### config.mk
export PLATFORM = sky130hd
export DESIGN_NAME = dally_corner_router_flat
export DESIGN_NICKNAME = d
export VERILOG_FILES = /design/src/rtl/dally_corner_router_pkg.sv /design/src/rtl/dally_corner_router_if.sv /design/src/rtl/dally_corner_router_rr_arbiter4.sv /design/src/rtl/dally_corner_router.sv /design/src/flat_wrapper.sv
export SDC_FILE = /design/constraint.sdc
export NUM_CORES = 1
export LEC_CHECK = 0
export CAP_MARGIN = 20
export CORE_AREA = 4 4 170 172
export CTS_CLUSTER_SIZE = 28
export DETAILED_ROUTE_END_ITERATION = 7
export DIE_AREA = 0 0 174 176
export DONT_BUFFER_PORTS = 1
export PLACE_DENSITY_LB_ADDON = 0.25
export SYNTH_ARGS = -nofsm -noshare
export SYNTH_HDL_FRONTEND = slang
export SYNTH_SLANG_ARGS = --single-unit
### constraint.sdc
create_clock -name clk -period 9 [get_ports clk]
set_clock_uncertainty 0.1 [all_clocks]
set_input_delay 1.35 -clock clk [delete_from_list [all_inputs] [get_ports clk]]
set_output_delay 1.35 -clock clk [all_outputs]
set_load 0.01 [all_outputs]
### src/rtl/dally_corner_router_pkg.sv
// Shared types and header-field helpers for the mesh corner router.
package router_pkg;

   typedef enum logic [1:0] {CORNERSW, EDGESW, CENTERSW} router_type_e;
   typedef enum logic [1:0] {R_PROC = 2'd0, R_X = 2'd1, R_Y = 2'd2, R_XY = 2'd3} route_e;

   localparam int unsigned NPORTS = 4;

   // Width of one coordinate field for coordinates 0..maxc (never narrower than 1 bit)
   function automatic int unsigned field_w(input int unsigned maxc);
      int unsigned w;
      w = $clog2(maxc + 1);
      return (w < 1) ? 1 : w;
   endfunction

   // Output selection from the X/Y "differs" bits; index order proc, port1, port2, port3
   function automatic route_e route_of(input router_type_e rt, input logic dx, input logic dy);
      route_e r;
      unique case (rt)
         CORNERSW: r = route_e'({dy, dx});
         default:  r = route_e'({dy, dx}); // edge/centre switches share the corner decode
      endcase
      return r;
   endfunction

endpackage

### src/rtl/dally_corner_router_if.sv
// Two-phase (transition) req/ack link carrying one flit.
interface RTPort #(parameter int unsigned N = 32);
   logic         req;
   logic         ack;
   logic [N-1:0] data;

   modport Input  (input req, input data, output ack);
   modport Output (output req, output data, input ack);
endinterface

### src/rtl/dally_corner_router_rr_arbiter4.sv
// Four-way round-robin arbiter; pointer moves past the winner when en_i is high.
module rr_arbiter4 (
   input  logic       clk,
   input  logic       rst,
   input  logic [3:0] req_i,
   input  logic       en_i,
   output logic [3:0] gnt_c_o
);

   logic [1:0] ptr_q, ptr_d;
   logic [1:0] idx;
   logic       found;

   always_ff @(posedge clk) begin
      if (rst) ptr_q <= 2'd0;
      else     ptr_q <= ptr_d;
   end

   // Search from the pointer upwards, wrapping, for the first requester
   always_comb begin
      gnt_c_o = 4'd0;
      ptr_d   = ptr_q;
      found   = 1'b0;
      idx     = 2'd0;
      for (int unsigned k = 0; k < 4; k++) begin
         idx = ptr_q + 2'(k);
         if (!found && req_i[idx]) begin
            found        = 1'b1;
            gnt_c_o[idx] = 1'b1;
            if (en_i) ptr_d = idx + 2'd1;
         end
      end
   end

endmodule

### src/rtl/dally_corner_router.sv
// Corner switch: four 2-phase input links, one-flit slot each, XY-difference routing,
// per-output round-robin arbitration onto four 2-phase output links.
module dally_corner_router
   import router_pkg::*;
#(
   parameter router_type_e rtype = CORNERSW,
   parameter int unsigned  n     = 32,
   parameter int unsigned  srcx  = 0,
   parameter int unsigned  srcy  = 0,
   parameter int unsigned  maxx  = 1,
   parameter int unsigned  maxy  = 1
) (
   input logic   clk,
   input logic   rst,
   RTPort.Input  proc_input,
   RTPort.Output proc_output,
   RTPort.Input  port1_input,
   RTPort.Output port1_output,
   RTPort.Input  port2_input,
   RTPort.Output port2_output,
   RTPort.Input  port3_input,
   RTPort.Output port3_output
);

   localparam int unsigned XW = field_w(maxx);
   localparam int unsigned YW = field_w(maxy);

   logic [NPORTS-1:0] in_req, out_ack;
   logic [n-1:0]      in_data [NPORTS];

   logic [NPORTS-1:0] req_s1_q, req_s2_q, in_ack_q, full_q;
   logic [NPORTS-1:0] ack_s1_q, ack_s2_q, out_req_q;
   logic [n-1:0]      slot_q     [NPORTS];
   logic [n-1:0]      out_data_q [NPORTS];

   route_e            route_c [NPORTS];
   logic [NPORTS-1:0] arb_req_c [NPORTS];
   logic [NPORTS-1:0] gnt_c     [NPORTS];
   logic [n-1:0]      sel_c     [NPORTS];
   logic [NPORTS-1:0] launch_c, freed_c;

   assign in_req[0] = proc_input.req;   assign in_data[0] = proc_input.data;
   assign in_req[1] = port1_input.req;  assign in_data[1] = port1_input.data;
   assign in_req[2] = port2_input.req;  assign in_data[2] = port2_input.data;
   assign in_req[3] = port3_input.req;  assign in_data[3] = port3_input.data;
   assign proc_input.ack  = in_ack_q[0];
   assign port1_input.ack = in_ack_q[1];
   assign port2_input.ack = in_ack_q[2];
   assign port3_input.ack = in_ack_q[3];

   assign proc_output.req  = out_req_q[0];  assign proc_output.data  = out_data_q[0];
   assign port1_output.req = out_req_q[1];  assign port1_output.data = out_data_q[1];
   assign port2_output.req = out_req_q[2];  assign port2_output.data = out_data_q[2];
   assign port3_output.req = out_req_q[3];  assign port3_output.data = out_data_q[3];
   assign out_ack[0] = proc_output.ack;
   assign out_ack[1] = port1_output.ack;
   assign out_ack[2] = port2_output.ack;
   assign out_ack[3] = port3_output.ack;

   // Route decode straight from the buffered header
   for (genvar i = 0; i < NPORTS; i++) begin : g_route
      logic dx, dy;
      assign dx         = slot_q[i][n-1 -: XW] != XW'(srcx);
      assign dy         = slot_q[i][n-1-XW -: YW] != YW'(srcy);
      assign route_c[i] = route_of(rtype, dx, dy);
   end

   always_comb begin
      for (int unsigned j = 0; j < NPORTS; j++) begin
         for (int unsigned i = 0; i < NPORTS; i++)
            arb_req_c[j][i] = full_q[i] && (route_c[i] == route_e'(2'(j)));
         launch_c[j] = (ack_s2_q[j] == out_req_q[j]) && (|arb_req_c[j]);
      end
   end

   for (genvar j = 0; j < NPORTS; j++) begin : g_arb
      rr_arbiter4 u_arb (
         .clk     (clk),
         .rst     (rst),
         .req_i   (arb_req_c[j]),
         .en_i    (launch_c[j]),
         .gnt_c_o (gnt_c[j])
      );
   end

   always_comb begin
      freed_c = '0;
      for (int unsigned j = 0; j < NPORTS; j++) begin
         sel_c[j] = '0;
         for (int unsigned i = 0; i < NPORTS; i++)
            if (gnt_c[j][i]) sel_c[j] = slot_q[i];
         if (launch_c[j]) freed_c = freed_c | gnt_c[j];
      end
   end

   // A full slot can only free; an empty slot can only capture
   always_ff @(posedge clk) begin
      if (rst) begin
         req_s1_q  <= '0;
         req_s2_q  <= '0;
         in_ack_q  <= '0;
         full_q    <= '0;
         ack_s1_q  <= '0;
         ack_s2_q  <= '0;
         out_req_q <= '0;
         for (int unsigned i = 0; i < NPORTS; i++) begin
            slot_q[i]     <= '0;
            out_data_q[i] <= '0;
         end
      end else begin
         req_s1_q <= in_req;
         req_s2_q <= req_s1_q;
         ack_s1_q <= out_ack;
         ack_s2_q <= ack_s1_q;
         for (int unsigned i = 0; i < NPORTS; i++) begin
            if (freed_c[i]) begin
               full_q[i] <= 1'b0;
            end else if (!full_q[i] && (req_s2_q[i] != in_ack_q[i])) begin
               slot_q[i]   <= in_data[i];
               in_ack_q[i] <= ~in_ack_q[i];
               full_q[i]   <= 1'b1;
            end
         end
         for (int unsigned j = 0; j < NPORTS; j++) begin
            if (launch_c[j]) begin
               out_data_q[j] <= sel_c[j];
               out_req_q[j]  <= ~out_req_q[j];
            end
         end
      end
   end

endmodule

### src/flat_wrapper.sv
// flat-port wrapper written by rule: the top's interface ports become plain ports
module dally_corner_router_flat import router_pkg::*;
#(
   parameter router_type_e rtype = CORNERSW,
   parameter int unsigned  n     = 32,
   parameter int unsigned  srcx  = 0,
   parameter int unsigned  srcy  = 0,
   parameter int unsigned  maxx  = 1,
   parameter int unsigned  maxy  = 1
)
  (clk, rst, proc_input_req, proc_input_data, proc_input_ack, proc_output_req, proc_output_data, proc_output_ack, port1_input_req, port1_input_data, port1_input_ack, port1_output_req, port1_output_data, port1_output_ack, port2_input_req, port2_input_data, port2_input_ack, port2_output_req, port2_output_data, port2_output_ack, port3_input_req, port3_input_data, port3_input_ack, port3_output_req, port3_output_data, port3_output_ack);
  RTPort #(.N(32)) proc_input_i ();
  RTPort #(.N(32)) proc_output_i ();
  RTPort #(.N(32)) port1_input_i ();
  RTPort #(.N(32)) port1_output_i ();
  RTPort #(.N(32)) port2_input_i ();
  RTPort #(.N(32)) port2_output_i ();
  RTPort #(.N(32)) port3_input_i ();
  RTPort #(.N(32)) port3_output_i ();
  input logic clk;
  input logic rst;
  input wire logic [$bits(proc_input_i.req)-1:0] proc_input_req;
  input wire logic [$bits(proc_input_i.data)-1:0] proc_input_data;
  output wire logic [$bits(proc_input_i.ack)-1:0] proc_input_ack;
  output wire logic [$bits(proc_output_i.req)-1:0] proc_output_req;
  output wire logic [$bits(proc_output_i.data)-1:0] proc_output_data;
  input wire logic [$bits(proc_output_i.ack)-1:0] proc_output_ack;
  input wire logic [$bits(port1_input_i.req)-1:0] port1_input_req;
  input wire logic [$bits(port1_input_i.data)-1:0] port1_input_data;
  output wire logic [$bits(port1_input_i.ack)-1:0] port1_input_ack;
  output wire logic [$bits(port1_output_i.req)-1:0] port1_output_req;
  output wire logic [$bits(port1_output_i.data)-1:0] port1_output_data;
  input wire logic [$bits(port1_output_i.ack)-1:0] port1_output_ack;
  input wire logic [$bits(port2_input_i.req)-1:0] port2_input_req;
  input wire logic [$bits(port2_input_i.data)-1:0] port2_input_data;
  output wire logic [$bits(port2_input_i.ack)-1:0] port2_input_ack;
  output wire logic [$bits(port2_output_i.req)-1:0] port2_output_req;
  output wire logic [$bits(port2_output_i.data)-1:0] port2_output_data;
  input wire logic [$bits(port2_output_i.ack)-1:0] port2_output_ack;
  input wire logic [$bits(port3_input_i.req)-1:0] port3_input_req;
  input wire logic [$bits(port3_input_i.data)-1:0] port3_input_data;
  output wire logic [$bits(port3_input_i.ack)-1:0] port3_input_ack;
  output wire logic [$bits(port3_output_i.req)-1:0] port3_output_req;
  output wire logic [$bits(port3_output_i.data)-1:0] port3_output_data;
  input wire logic [$bits(port3_output_i.ack)-1:0] port3_output_ack;
  assign proc_input_i.req = proc_input_req;
  assign proc_input_i.data = proc_input_data;
  assign proc_input_ack = proc_input_i.ack;
  assign proc_output_req = proc_output_i.req;
  assign proc_output_data = proc_output_i.data;
  assign proc_output_i.ack = proc_output_ack;
  assign port1_input_i.req = port1_input_req;
  assign port1_input_i.data = port1_input_data;
  assign port1_input_ack = port1_input_i.ack;
  assign port1_output_req = port1_output_i.req;
  assign port1_output_data = port1_output_i.data;
  assign port1_output_i.ack = port1_output_ack;
  assign port2_input_i.req = port2_input_req;
  assign port2_input_i.data = port2_input_data;
  assign port2_input_ack = port2_input_i.ack;
  assign port2_output_req = port2_output_i.req;
  assign port2_output_data = port2_output_i.data;
  assign port2_output_i.ack = port2_output_ack;
  assign port3_input_i.req = port3_input_req;
  assign port3_input_i.data = port3_input_data;
  assign port3_input_ack = port3_input_i.ack;
  assign port3_output_req = port3_output_i.req;
  assign port3_output_data = port3_output_i.data;
  assign port3_output_i.ack = port3_output_ack;
  dally_corner_router #(.rtype(rtype), .n(n), .srcx(srcx), .srcy(srcy), .maxx(maxx), .maxy(maxy)) u_core (.clk(clk), .rst(rst), .proc_input(proc_input_i), .proc_output(proc_output_i), .port1_input(port1_input_i), .port1_output(port1_output_i), .port2_input(port2_input_i), .port2_output(port2_output_i), .port3_input(port3_input_i), .port3_output(port3_output_i));
endmodule
* After elaboration in Yosys (flattened, before gate mapping)
Memory sizes are Yosys's and may differ from the RTL's. Cells that the tools add are included.
Operators by class: $add $sub $neg 24, magnitude comparators 32, equality and inequality tests 20, mux-type cells 182, bitwise logic cells 35, reductions and logical operators 84
Operators with widths (count):
- $mux W32 | 24
- $mux W4 | 20
- $mux W1 | 74
- $mux W2 | 32
- $or A4 B4 Y4 | 15
- $logic_and A1 B1 Y1 | 52
- $lt A2 B3 Y1 const B | 16
- $add A2 B1 Y2 const B | 16
- $bmux W1 S2 | 16
- $demux W1 S2 | 16
- $ge A2 B1 Y1 const B | 16
- $add A2 B2 Y2 const B | 8
- $eq A2 B2 Y1 const B | 8
- $logic_not A1 Y1 | 16
- $reduce_or A4 Y1 | 4
- $not A1 Y1 | 12
- $eq A2 B1 Y1 const B | 4
- $logic_not A2 Y1 | 4
- $or A1 B1 Y1 | 8
- $reduce_and A2 Y1 | 4
- $reduce_or A2 Y1 | 4
- $eq A1 B1 Y1 | 4
- $ne A1 B1 Y1 | 4
Word-level totals: register bits 36, bits in writable memories 256, input bits 138, logic and storage cells 399, memories kept 2
Memories:
- u_core.out_data_q | depth 4, bits a word 32, read ports 4, clocked after memory_dff 0, write ports 4, RTL line dally_corner_router.sv:34 | logic [n-1:0] out_data_q [NPORTS];
- u_core.slot_q | depth 4, bits a word 32, read ports 4, clocked after memory_dff 0, write ports 4, RTL line dally_corner_router.sv:33 | logic [n-1:0] slot_q [NPORTS];

* Longest topological paths before layout
depth in word-level cells 25, mapped depth 14

* Modules after synthesis
A second synthesis with hierarchy kept.
Unflattened totals: cells, all modules 1625, area, all modules 17095.1 um^2
By module, submodules not included:
- dally_corner_router | times used 1, cells an instance 1385, area each 14913.1 um^2, sequential area each 8247.9 um^2
- rr_arbiter4 | times used 4, cells an instance 60, area each 545.5 um^2, sequential area each 40.0 um^2

* Worst setup path before layout
No wires, ideal clock.
path kind register -> register, start point register u_core.g_arb[0].u_arb.ptr_q[0], end point memory u_core.slot_q[3][0] (enable), library setup time 0.389 ns, arrival 3.553 ns, data required time 8.511 ns, slack 4.957 ns, stages on the path, launching flop included 12, buffers on the path 2, cell sequence dfxtp_1 > buf_2 > clkinv_1 > ha_1 > buf_1 > mux4_2 > nand4_1 > a41oi_1 > nand2_1 > o211ai_1 > or3b_4 > nand2_1
RTL lines:
- from (decl) | RTL line dally_corner_router_rr_arbiter4.sv:10 | logic [1:0] ptr_q, ptr_d;
- from (signal assigned) | RTL line dally_corner_router_rr_arbiter4.sv:16 | else ptr_q <= ptr_d;
- to (decl) | RTL line dally_corner_router.sv:33

==> flow_metrics.tcl <==
set metrics [dict create \
    path_max_fanout 33 \
    synth_ff_type "edfxtp_1" \
    synthTopCellsByArea "edfxtp_1 (48%), o21ai_0 (5.6%), a221oi_1 (5.4%)" \
    worst_setup_path_start_kind "register" \
    synth_top_area_share 0.4751 \
    pwr-share-seq 0.439 \
    async_flop_share 0 \
    drtPass1Iterations 6 \
    crit_family "simple AND/OR/NAND/NOR gates" \
    required_ns 9.08 \
    combPwrFrac 0.329 \
    final.setup.tns_ns 0 \
    die_area_um2 30620 \
    whs_path_depth 1 \
    drt-total-wl_um 53290 \
    maxCapViolations 0 \
    synth.ff_latch_count 292 \
    highest-signal-layer "met5" \
    place_congestion 0.9069 \
    hold_path.class "register to register" \
    finalHoldViolations 0 \
    slew_headroom 0.2305 \
    vias 13501 \
    timing.fmax_mhz 192.2 \
    die_x_um 174 \
    wl_met2_um 23720 \
    dp_hpwl_um 33810 \
    synth_fp_nets 1709 \
    cts_tree "done" \
    tightest_slew_ns 1.152 \
    yosys.area.top_type "edfxtp_1" \
    rr_worst_depth 9 \
    rsz0062_at_grt "false" \
    cp.arrival_ns 5.28 \
    place_ws_ns 3.833 \
    first_global_vias 12487 \
    power.switching_uw 2100 \
    cts_buffer_depth 3 \
    clk_pin_slew_worst_paths_ns 0.06 \
    critPathMaxStageDelay_ns 0.78 \
    cts_made_buffers 31 \
    wl_met3_um 7427 \
    cp_cell_sequence "clkinv_1 -> ha_1 -> mux4_2 -> and4_1 -> a221oi_2 -> a21o_2 -> o221ai_2 -> nor3_1 -> or2_2" \
    slowest_stage "or2_2" \
    rows 61 \
    status "completed" \
    via_per_inst 7.282 \
    p_int_uw 3153 \
    yosysSeqAreaShare 0.5196 \
    synth_edf_count 256 \
    finalCriticalPeriod_ns 5.203 \
    wl_met1_um 19160 \
    r2r_end "u_core.slot_q[0][19]$_SDFFCE_PN0P_" \
    ys_types 83 \
    grt_use_total 0.3328 \
    hold_buffers 0 \
    irDropWorstVdd_uv 173.0 \
    cp-end-kind "register" \
    leakage_uw 0.005717 \
    switching_share 0.3998 \
    report.final.slew_viol_count 0 \
    hold_start "u_core.ack_s1_q[0]$_SDFF_PP0_" \
    final.setup.worst_slack_ns 3.797 \
    critPathKind "register to register" \
    drc 0 \
    gr-total-overflow 0 \
    syn_area_um2 16180 \
    syn2layout_area_growth_pct 7.338 \
    clock-sinks 292 \
    nNetsFinal 1640 \
    htreeDepth 1 \
    ys_warn_count 0 \
    path_buf_inv 1 \
    clkPwrFrac 0.232 \
    grt_pass1_wl_um 78320 \
    ant_nets 0 \
    min_to "u_core.ack_s2_q[0]$_SDFF_PP0_" \
    fill_cells 2160 \
    cts_resized 0 \
    grt_start_max_net_pins 65 \
    antenna_found_initial 16 \
    core_um2 27480 \
    drt_iter0_markers 2452 \
    initial_core_util 0.5889 \
    io_buffers 0 \
    rrSetupSlack_ns 3.80 \
    rr_startpoint "u_core.g_arb[0].u_arb.ptr_q[0]$_SDFFE_PP0P_" \
    setup_viol 0 \
    syn_avg_cell_area_um2 10.53 \
    cts_setup_buffers 0 \
    syn_inst 1537 \
    insertion_delay_ns 0.57 \
    finalCritPeriodShare 0.5781 \
    p_per_area_nw_per_um2 302.5 \
    chipHeight_um 176 \
    wire_per_inst_um 28.74 \
    io_pins 274 \
    ctsRootBufferMaster "clkbuf_16" \
    drive_gt1_frac 0.08920 \
]
==> cells by family after synthesis <==
kind of cell,after synthesis,share of synthesized area
AOI/OAI and AO/OA,503,0.2079
xor gates and xnor gates,15,0.008120
adders and majority gates,34,0.02629
buffers and inverters,170,0.04531
DFF,292,0.5196
muxes,27,0.03255
and+or+nand+nor,496,0.1601
==> routing by layer <==
layer,track usage,vias to the layer above
met4,0.1594,8
li1,-,5706
met1,0.4419,6273
met5,0,-
met3,0.08844,247
met2,0.5139,1267
==> synthesized netlist by cell type (all sizes together), types with 6 or more instances <==
cell type,number
buf,42
a21oi,22
xor2,6
ha,34
xnor2,9
edfxtp,256
a2111oi,6
nor2,47
nand2,200
nor3b,8
o311a,33
and3,10
and3b,8
mux4,20
nand3,14
a211oi,8
or4bb,6
nand3b,9
dfxtp,36
clkbuf,79
a221oi,101
inv,46
nor2b,18
nor3,15
o21ai,275
or3b,6
and2,131
a22o,6
==> power groups by stage <==
stage | Combinational (uW) | Clock (uW) | Sequential (uW)
2_1_floorplan | 1250 | 0 | 2130
3_3_place_gp | 1630 | 0 | 2310
3_5_place_dp | 1670 | 0 | 2320
4_1_cts | 1670 | 1230 | 2290
5_1_grt | 1850 | 1290 | 2330
6_report | 1730 | 1220 | 2310
==> registers in the layout (all words and copies together), names as in the netlist <==
name and cells:
u_core.req_s1_q 4, u_core.slot_q 128, u_core.ack_s1_q 4, u_core.out_req_q 4, u_core.req_s2_q 4, u_core.out_data_q 128
u_core.full_q 4, u_core.ack_s2_q 4, u_core.g_arb.u_arb.ptr_q 8, u_core.in_ack_q 4
==> cell usage in the layout, fill, tap and decap left out, types with 5 or more instances in the layout <==
master     instances
o21ai_1           93
nor3b_1            7
mux2i_1            5
clkinv_1           7
nand3b_1           9
nand2_1          194
inv_1             44
nor2_1            43
and3b_1            8
xor2_1             6
diode_2           17
o311a_1           33
clkinv_2           7
ha_1              34
or4bb_1            6
buf_4             17
a221oi_1          98
a22o_1             5
o21ai_0          180
a211oi_1           8
clkbuf_16         31
nand2_2            6
o211ai_1           5
a31oi_1            5
nor2b_1           18
mux4_2            20
edfxtp_1         256
a21oi_1           20
clkbuf_1           7
nand3_1           14
and2_1           131
and3_1             9
xnor2_1            9
dfxtp_1           36
nor3_1            11
==> per-stage QoR <==
stage / power (uW) / utilization / hold slack [ns] / std cells / area (um2)
finish: 5253 / 0.6321 / 0.3358 / 1854 / 17370
global route: 5473 / 0.6316 / 0.3588 / 1849 / 17360
floorplan: 3380 / - / 0.3138 / 1537 / 16180
CTS: 5191 / 0.6296 / 0.3352 / 1836 / 17300
global placement: 3932 / 0.5943 / 0.3199 / 1779 / 16330
detailed placement: 3982 / 0.5947 / 0.3212 / 1780 / 16340
==> final cells by class <==
cell class | count | area, um2 | area share
timing repair buffer | 19 | 166.4 | 0.009581
sequential | 292 | 8408 | 0.4841
antenna | 17 | 42.54 | 0.002449
clock buffer | 39 | 815.8 | 0.04697
clock inverter | 17 | 141.4 | 0.008141
multi-input combinational | 1075 | 7177 | 0.4132
inverter | 49 | 183.9 | 0.01059
tap | 346 | 432.9 | 0.02493
==> how the worst max path moves through the flow <==
stage	cells past startpoint	to	from	slack [ns]
after floorplan	11	u_core.slot_q[3][0]$_SDFFCE_PN0P_	u_core.g_arb[0].u_arb.ptr_q[0]$_SDFFE_PP0P_	4.96
after global placement	9	u_core.slot_q[0][3]$_SDFFCE_PN0P_	u_core.g_arb[0].u_arb.ptr_q[0]$_SDFFE_PP0P_	3.94
after detailed placement	9	u_core.slot_q[0][4]$_SDFFCE_PN0P_	u_core.g_arb[0].u_arb.ptr_q[0]$_SDFFE_PP0P_	3.83
after CTS	9	u_core.slot_q[0][19]$_SDFFCE_PN0P_	u_core.g_arb[0].u_arb.ptr_q[0]$_SDFFE_PP0P_	3.81
after global routing	9	u_core.slot_q[0][12]$_SDFFCE_PN0P_	u_core.g_arb[0].u_arb.ptr_q[0]$_SDFFE_PP0P_	3.49
final	9	u_core.slot_q[0][19]$_SDFFCE_PN0P_	u_core.g_arb[0].u_arb.ptr_q[0]$_SDFFE_PP0P_	3.80
No activity file was read; power rests on OpenSTA's default activity.
